File: src/rtl/prco_prog_loader.sv
// Program loader: receives framed program images over a byte link, writes 16-bit
// words into prco_lmem and holds prco_core in reset until a frame checks out.
module prco_prog_loader #(
    parameter logic [7:0]  MAGIC         = 8'hA5,
    parameter logic [15:0] BASE_ADDR     = 16'h0,
    parameter int unsigned MAX_WORDS     = 1024,
    parameter bit          HOLD_ON_RESET = 1'b1
) (
    input  logic        i_clk,
    input  logic        i_reset,
    input  logic        i_byte_valid,
    input  logic [7:0]  i_byte_data,
    output logic        q_byte_ready,
    output logic        q_mem_we,
    output logic [15:0] q_mem_addr,
    output logic [15:0] q_mem_din,
    output logic        q_core_reset,
    output logic        q_busy,
    output logic        q_done,
    output logic        q_err
);

    localparam int unsigned BYTE_W = 8;
    localparam int unsigned WORD_W = 16;

    typedef enum logic [3:0] {
        S_IDLE,
        S_LEN_HI,
        S_LEN_LO,
        S_DATA_HI,
        S_DATA_LO,
        S_WRITE,
        S_CSUM,
        S_DONE,
        S_ERR
    } state_t;

    state_t              state_q, state_d;
    logic [WORD_W-1:0]   count_q, count_d;
    logic [WORD_W-1:0]   index_q, index_d;
    logic [BYTE_W-1:0]   csum_q, csum_d;
    logic [BYTE_W-1:0]   hi_q, hi_d;
    logic                ready_q, ready_d;
    logic                we_q, we_d;
    logic [WORD_W-1:0]   addr_q, addr_d;
    logic [WORD_W-1:0]   din_q, din_d;
    logic                core_reset_q, core_reset_d;
    logic                busy_q, busy_d;
    logic                done_q, done_d;
    logic                err_q, err_d;

    logic                byte_acc;
    logic [WORD_W-1:0]   len_word;
    logic [WORD_W-1:0]   index_inc;

    assign byte_acc  = i_byte_valid && ready_q;
    assign len_word  = {count_q[WORD_W-1:BYTE_W], i_byte_data};
    assign index_inc = index_q + WORD_W'(1);

    // State and registered outputs
    always_ff @(posedge i_clk or posedge i_reset) begin
        if (i_reset) begin
            state_q      <= S_IDLE;
            count_q      <= '0;
            index_q      <= '0;
            csum_q       <= '0;
            hi_q         <= '0;
            ready_q      <= 1'b0;
            we_q         <= 1'b0;
            addr_q       <= BASE_ADDR;
            din_q        <= '0;
            core_reset_q <= HOLD_ON_RESET;
            busy_q       <= 1'b0;
            done_q       <= 1'b0;
            err_q        <= 1'b0;
        end else begin
            state_q      <= state_d;
            count_q      <= count_d;
            index_q      <= index_d;
            csum_q       <= csum_d;
            hi_q         <= hi_d;
            ready_q      <= ready_d;
            we_q         <= we_d;
            addr_q       <= addr_d;
            din_q        <= din_d;
            core_reset_q <= core_reset_d;
            busy_q       <= busy_d;
            done_q       <= done_d;
            err_q        <= err_d;
        end
    end

    // Frame parser: next state and next output values
    always_comb begin
        state_d      = state_q;
        count_d      = count_q;
        index_d      = index_q;
        csum_d       = csum_q;
        hi_d         = hi_q;
        we_d         = 1'b0;
        addr_d       = addr_q;
        din_d        = din_q;
        core_reset_d = core_reset_q;
        busy_d       = busy_q;
        done_d       = done_q;
        err_d        = err_q;

        unique case (state_q)
            S_IDLE, S_DONE, S_ERR: begin
                if (byte_acc && (i_byte_data == MAGIC)) begin
                    state_d      = S_LEN_HI;
                    core_reset_d = 1'b1;
                    busy_d       = 1'b1;
                    done_d       = 1'b0;
                    err_d        = 1'b0;
                    csum_d       = '0;
                    index_d      = '0;
                end
            end
            S_LEN_HI: begin
                if (byte_acc) begin
                    count_d = {i_byte_data, count_q[BYTE_W-1:0]};
                    state_d = S_LEN_LO;
                end
            end
            S_LEN_LO: begin
                if (byte_acc) begin
                    count_d = len_word;
                    if (len_word == '0) begin
                        state_d = S_CSUM;
                    end else if (32'(len_word) > 32'(MAX_WORDS)) begin
                        state_d = S_ERR;
                        err_d   = 1'b1;
                        busy_d  = 1'b0;
                    end else begin
                        state_d = S_DATA_HI;
                    end
                end
            end
            S_DATA_HI: begin
                if (byte_acc) begin
                    hi_d    = i_byte_data;
                    csum_d  = csum_q ^ i_byte_data;
                    state_d = S_DATA_LO;
                end
            end
            S_DATA_LO: begin
                // The write strobe is registered, so it is raised on entry to WRITE
                if (byte_acc) begin
                    csum_d  = csum_q ^ i_byte_data;
                    state_d = S_WRITE;
                    we_d    = 1'b1;
                    addr_d  = BASE_ADDR + index_q;
                    din_d   = {hi_q, i_byte_data};
                end
            end
            S_WRITE: begin
                index_d = index_inc;
                state_d = (index_inc == count_q) ? S_CSUM : S_DATA_HI;
            end
            S_CSUM: begin
                if (byte_acc) begin
                    busy_d = 1'b0;
                    if (i_byte_data == csum_q) begin
                        state_d      = S_DONE;
                        done_d       = 1'b1;
                        core_reset_d = 1'b0;
                    end else begin
                        state_d = S_ERR;
                        err_d   = 1'b1;
                    end
                end
            end
            default: begin
                state_d = S_IDLE;
            end
        endcase
    end

    // Ready drops only for the write slot
    assign ready_d = (state_d != S_WRITE);

    assign q_byte_ready = ready_q;
    assign q_mem_we     = we_q;
    assign q_mem_addr   = addr_q;
    assign q_mem_din    = din_q;
    assign q_core_reset = core_reset_q;
    assign q_busy       = busy_q;
    assign q_done       = done_q;
    assign q_err        = err_q;

endmodule

File: config.mk
export PLATFORM = sky130hd
export DESIGN_NAME = prco_prog_loader
export DESIGN_NICKNAME = d
export VERILOG_FILES = /design/src/rtl/prco_prog_loader.sv
export SDC_FILE = /design/constraint.sdc
export NUM_CORES = 1
export LEC_CHECK = 0
export BUFFER_PORTS_ARGS = -buffer_cell sky130_fd_sc_hd__buf_2
export CAP_MARGIN = 20
export CORE_MARGIN = 2
export CORE_UTILIZATION = 30
export CTS_BUF_LIST = sky130_fd_sc_hd__clkbuf_16
export DETAILED_ROUTE_END_ITERATION = 7
export SETUP_SLACK_MARGIN = 0.2
export SLEW_MARGIN = 20
export SYNTH_ARGS = -nofsm -noshare
export SYNTH_HDL_FRONTEND = slang
export SYNTH_SLANG_ARGS = --single-unit
File: constraint.sdc
create_clock -name i_clk -period 6.2 [get_ports i_clk]
set_input_delay 0.31 -clock i_clk [delete_from_list [all_inputs] [get_ports i_clk]]
set_output_delay 0.31 -clock i_clk [all_outputs]
set_load 0.1 [all_outputs]
* Yosys cells after proc, flatten, opt, wreduce, memory -nomap -nowiden
Cells that the tools add are included.
** Word-level totals
- Bits in registers :: 90
- Input bits :: 11
- Logic and storage cells :: 98
** Operators by class
- Reductions and logical operators :: 19
- Multiplexer cells :: 40
- Add/subtract/negate cells :: 1
- Order comparisons :: 1
- Bitwise gates (word level) :: 3
- Equality and inequality tests :: 20
** Operators with widths (number)
- $pmux W16 S2 :: 2
- $mux W4 :: 9
- $mux W16 :: 2
- $pmux W4 S7 :: 1
- $mux W8 :: 3
- $mux W1 :: 17
- $add A16 B1 Y16 const B :: 1
- $eq A16 B16 Y1 :: 1
- $eq A4 B3 Y1 const B :: 4
- $gt A16 B11 Y1 const B :: 1
- $logic_not A16 Y1 :: 1
- $pmux W8 S2 :: 1
- $ne A2 B2 Y1 const B :: 7
- $reduce_and A3 Y1 :: 3
- $eq A4 B2 Y1 const B :: 2
- $eq A8 B8 Y1 :: 1
- $eq A8 B8 Y1 const B :: 1
- $xor A8 B8 Y8 :: 1
- $reduce_and A7 Y1 :: 1
- $pmux W1 S3 :: 2
- $reduce_and A2 Y1 :: 3
- $reduce_and A6 Y1 :: 1
- $reduce_bool A2 Y1 :: 3
- $eq A4 B1 Y1 const B :: 1
- 12 further kinds :: 15

* Logic depth before layout (Yosys ltp)
- Word-level depth :: 6
- Gate-level depth with buffers :: 9
- Gate-level depth less buffers :: 7

* Worst setup path before layout
Ideal clock, no wire load.
- Path kind :: reg-to-reg
- From :: reg ready_q (netlist: q_byte_ready)
- To :: reg index_q[7]
- Library setup time :: 0.134 ns
- Buffers on the path :: 2
- Cell stages (with the launch flop) :: 9
- Arrival time :: 2.288 ns
- Slack :: 3.778 ns
- Data required time :: 6.066 ns
- Path through :: dfrtp_1 > and2_1 > clkbuf_1 > nor2_1 > a21oi_1 > a31oi_4 > buf_6 > o21ai_0 > o41ai_1
** On the way
- Longest elaborated chain between the ends :: 4
** RTL lines
- start, declared :: line 43 : logic ready_q, ready_d;
- start signal, assigned :: line 82 : ready_q <= ready_d;
- $logic_and A1 B1 Y1 :: line 56 : assign byte_acc = i_byte_valid && ready_q;
- $logic_and A1 B1 Y1 :: line 110 : if (byte_acc && (i_byte_data == MAGIC)) begin
- $ne A2 B2 Y1 (no line)
- $reduce_and A2 Y1 (no line)
- end signal, assigned :: line 79 : index_q <= index_d;
- end, declared :: line 40 : logic [WORD_W-1:0] index_q, index_d;
No other way between the ends.
A chain may end at the register's enable or synchronous reset.

* Final worst setup path
- From :: reg index_q[0]
- To :: reg state_q[0]
** On the way
- Longest elaborated chain between the ends :: 4
** RTL lines
- $add A16 B1 Y16 :: line 58 : assign index_inc = index_q + WORD_W'(1);
- $eq A16 B16 Y1 :: line 159 : state_d = (index_inc == count_q) ? S_CSUM : S_DATA_HI;
- $mux W3 :: line 159
- $pmux W4 S7 :: line 108 : unique case (state_q)
- net state_d[0] :: line 38 : state_t state_q, state_d;
- end signal, assigned :: line 77 : state_q <= state_d;
- end, declared :: line 38
The timed path passes the listed nets, and every way through them passes these cells.

==> results.ini <==
[yosys]
ys_warn_count=0
synth_fp_nets=501
netlist_instances=489
synth_cell_types=61
synth-seq-cells=90
synth_enable_flop_cells=0
yosys.area.top_type=dfrtp_1
synth_top_cell_area_share=0.487
yosys-top-cells-area=dfrtp_1 49%, nand2_1 9.6%, mux2_2 5.7%
ys_seq_area_frac=0.493
async_flop_share=1.00
syn-cell-area_um2=4570
ys.flop_type=dfrtp_1
synth_area_per_cell_um2=9.35

[sta]
slew-limit-headroom=0.356
finalHoldViolCount=0
fmax_mhz=407
rsz0062_at_grt=false
hold_ws_ps=278
layout_min_cycle_time_ps=2450
finalCritPeriodShare=0.396
drv_slew=0
clock_skew_ps=8.81
final.setup.tns_ps=0
worstMarginPinSlew_ps=965
setup-violations-final=0

[placed_design]
io_buffers=48
dp_cells=694
gp_congestion=0.861
hpwl_mm=7.52

[drt]
wl_met2_mm=4.99
highest_layer=met4
wirelength_mm=10.9
firstDrtPassIters=5
viasPerCell=5.06
wire_per_inst_um=15.4
dr_wl_met3_um=639
wl_met1_mm=5.14
drc_errors=0
drt-initial-drc-count=316
ant_nets=0
vias=3596

[worst_setup_path]
rrSetupSlack_ps=3750
cp-start-kind=flop
worst-path-buf-inv=0
r2r_cells=7
slowest_delay_ps=500
path_cells=ha_1, nand3_1, nor3_1, xnor2_1, nand4_1, nor4_2, o211ai_1
cp_top_family=simple AND/OR/NAND/NOR gates
timing.rr.start=index_q[0]
critPathKind=reg -> reg
worstPathMaxFanout=8
arrival_ps=2650
endpoint_kind=flop
slowest_stage=dfrtp_1
worst_ep_required_time_ps=6400
reg2reg_to=state_q[0]

[floorplan]
pin_count=49
dieHeight_um=127
die_area_um2=16200
core_um2=15000
fp-row-count=45
die_w_um=127
start_util=0.304

[clocking]
cts_tree=done
cts_root_buffer=clkbuf_16
path_clk_slew_ps=70
clock_path_buffers=2
clock-sinks=90
cts_htree_levels=3
post_cts_buffers=0
insertion_delay_ps=340
cts_inserted_buffers=9

[min_path]
hp-class=in -> reg
hold_depth=3
hold_path_startpoint=i_byte_data[0]
min_to=q_mem_din[0]

[global_route]
overflow=0
antenna_found_initial=0
grt_pass1_wl_mm=18.3
grt_max_degree=66
first_global_vias=3535
grt.total_usage=0.141

[cells_and_area]
drive_gt1_frac=0.203
syn2layout_area_growth_pct=14.8
final_util=0.349
nNetsFinal=530
fin_cells=711
antenna_cells=0

[run_status]
status=finished, final reports clean

[run]
maxCapViolations=0

cell families (layout without fill, tap and decap cells):
family                     Yosys count  count (layout)  synth area share
and+or+nand+nor                    220             220             0.232
DFF                                 90              90             0.493
AOI/OAI and AO/OA                   83              83             0.115
buffers and inverters               40              74            0.0397
xor gates and xnor gates            32              32            0.0613
muxes                               23              23            0.0566
adders and majority gates            1               1           0.00274
cells in the mapped netlist (9+ instances only):
cell / number
nand2_1: 117
dfrtp_1: 89
o21ai_0: 41
nor2_1: 31
mux2_2: 23
clkbuf_1: 21
xor2_1: 21
nand3_1: 13
xnor2_1: 11
nand2b_1: 10
a21oi_1: 9
stage by stage:
stage,setup slack (ps),instance area (um2)
after floorplan,3560,4570
after global placement,3850,4910
after detailed placement,3770,4910
after CTS,3730,5250
after global routing,3520,5250
final,3750,5250
registers in the layout, summed over array words and instances (netlist names):
name,count
count_q,16
hi_q,8
q_done,1
q_core_reset,1
q_byte_ready,1
csum_q,8
q_mem_addr,16
q_mem_din,16
index_q,16
q_mem_we,1
state_q,4
q_err,1
q_busy,1
area by class of cell:
cell class / instances / area [um2]
Sequential cell: 90 / 2250
Clock buffer: 9 / 225
Inverter: 7 / 27.5
Multi-Input combinational cell: 359 / 2140
Clock inverter: 7 / 106
Timing Repair Buffer: 51 / 265
Fill cell: 1513 / 9780
Tap cell: 188 / 235
cell usage in the layout (no fill, tap or decap), types with 3 or more instances in the layout:
cell | synthesis | routed
a21oi_1 | 9 | 9
buf_2 | 6 | 48
clkbuf_16 | 0 | 9
o31ai_1 | 5 | 5
nand4_1 | 4 | 4
o21ai_0 | 41 | 41
xnor2_1 | 11 | 11
mux2_2 | 23 | 23
nor2_1 | 31 | 31
nand2b_1 | 10 | 10
nor3_1 | 7 | 7
a21o_1 | 3 | 3
and3_1 | 4 | 4
nor4_1 | 6 | 6
xor2_1 | 21 | 21
nand3_1 | 13 | 13
a31o_2 | 3 | 3
nand2_1 | 117 | 117
dfrtp_1 | 89 | 89
inv_1 | 7 | 6
inv_6 | 0 | 3
worst max-delay path by stage:
stage / start / endpoint / slack [ps] / depth (start not counted)
2_1_floorplan: i_reset / count_q[0] / 3560 / 1
3_5_place_dp: index_q[0] / state_q[0] / 3770 / 7
3_3_place_gp: index_q[0] / state_q[0] / 3850 / 7
4_1_cts: index_q[0] / state_q[0] / 3730 / 7
6_report: index_q[0] / state_q[0] / 3750 / 7
5_1_grt: index_q[0] / state_q[0] / 3520 / 7
routing by layer:
metal	vias up	GRT usage
li1	1716	-
met1	1775	0.199
met2	95	0.210
met3	10	0.0306
met4	0	0.0595
met5	-	0
worst min-delay path: cells and delay by family:
family,cells,cell delay [ps]
AND/OR/NAND/NOR,2,110
buffers and inverters,1,160
timing repair:
| action | CTS | global route |
|---|---|---|
| gates resized for setup | 0 | 0 |
| hold endpoints to repair | 25 | 0 |
| hold buffers | 1 | 0 |
| setup endpoints to repair | 0 | 0 |
Power is left out: the tool's default activity adds up to more than one toggle a clock period on the data nets, which glitch-free logic cannot reach.
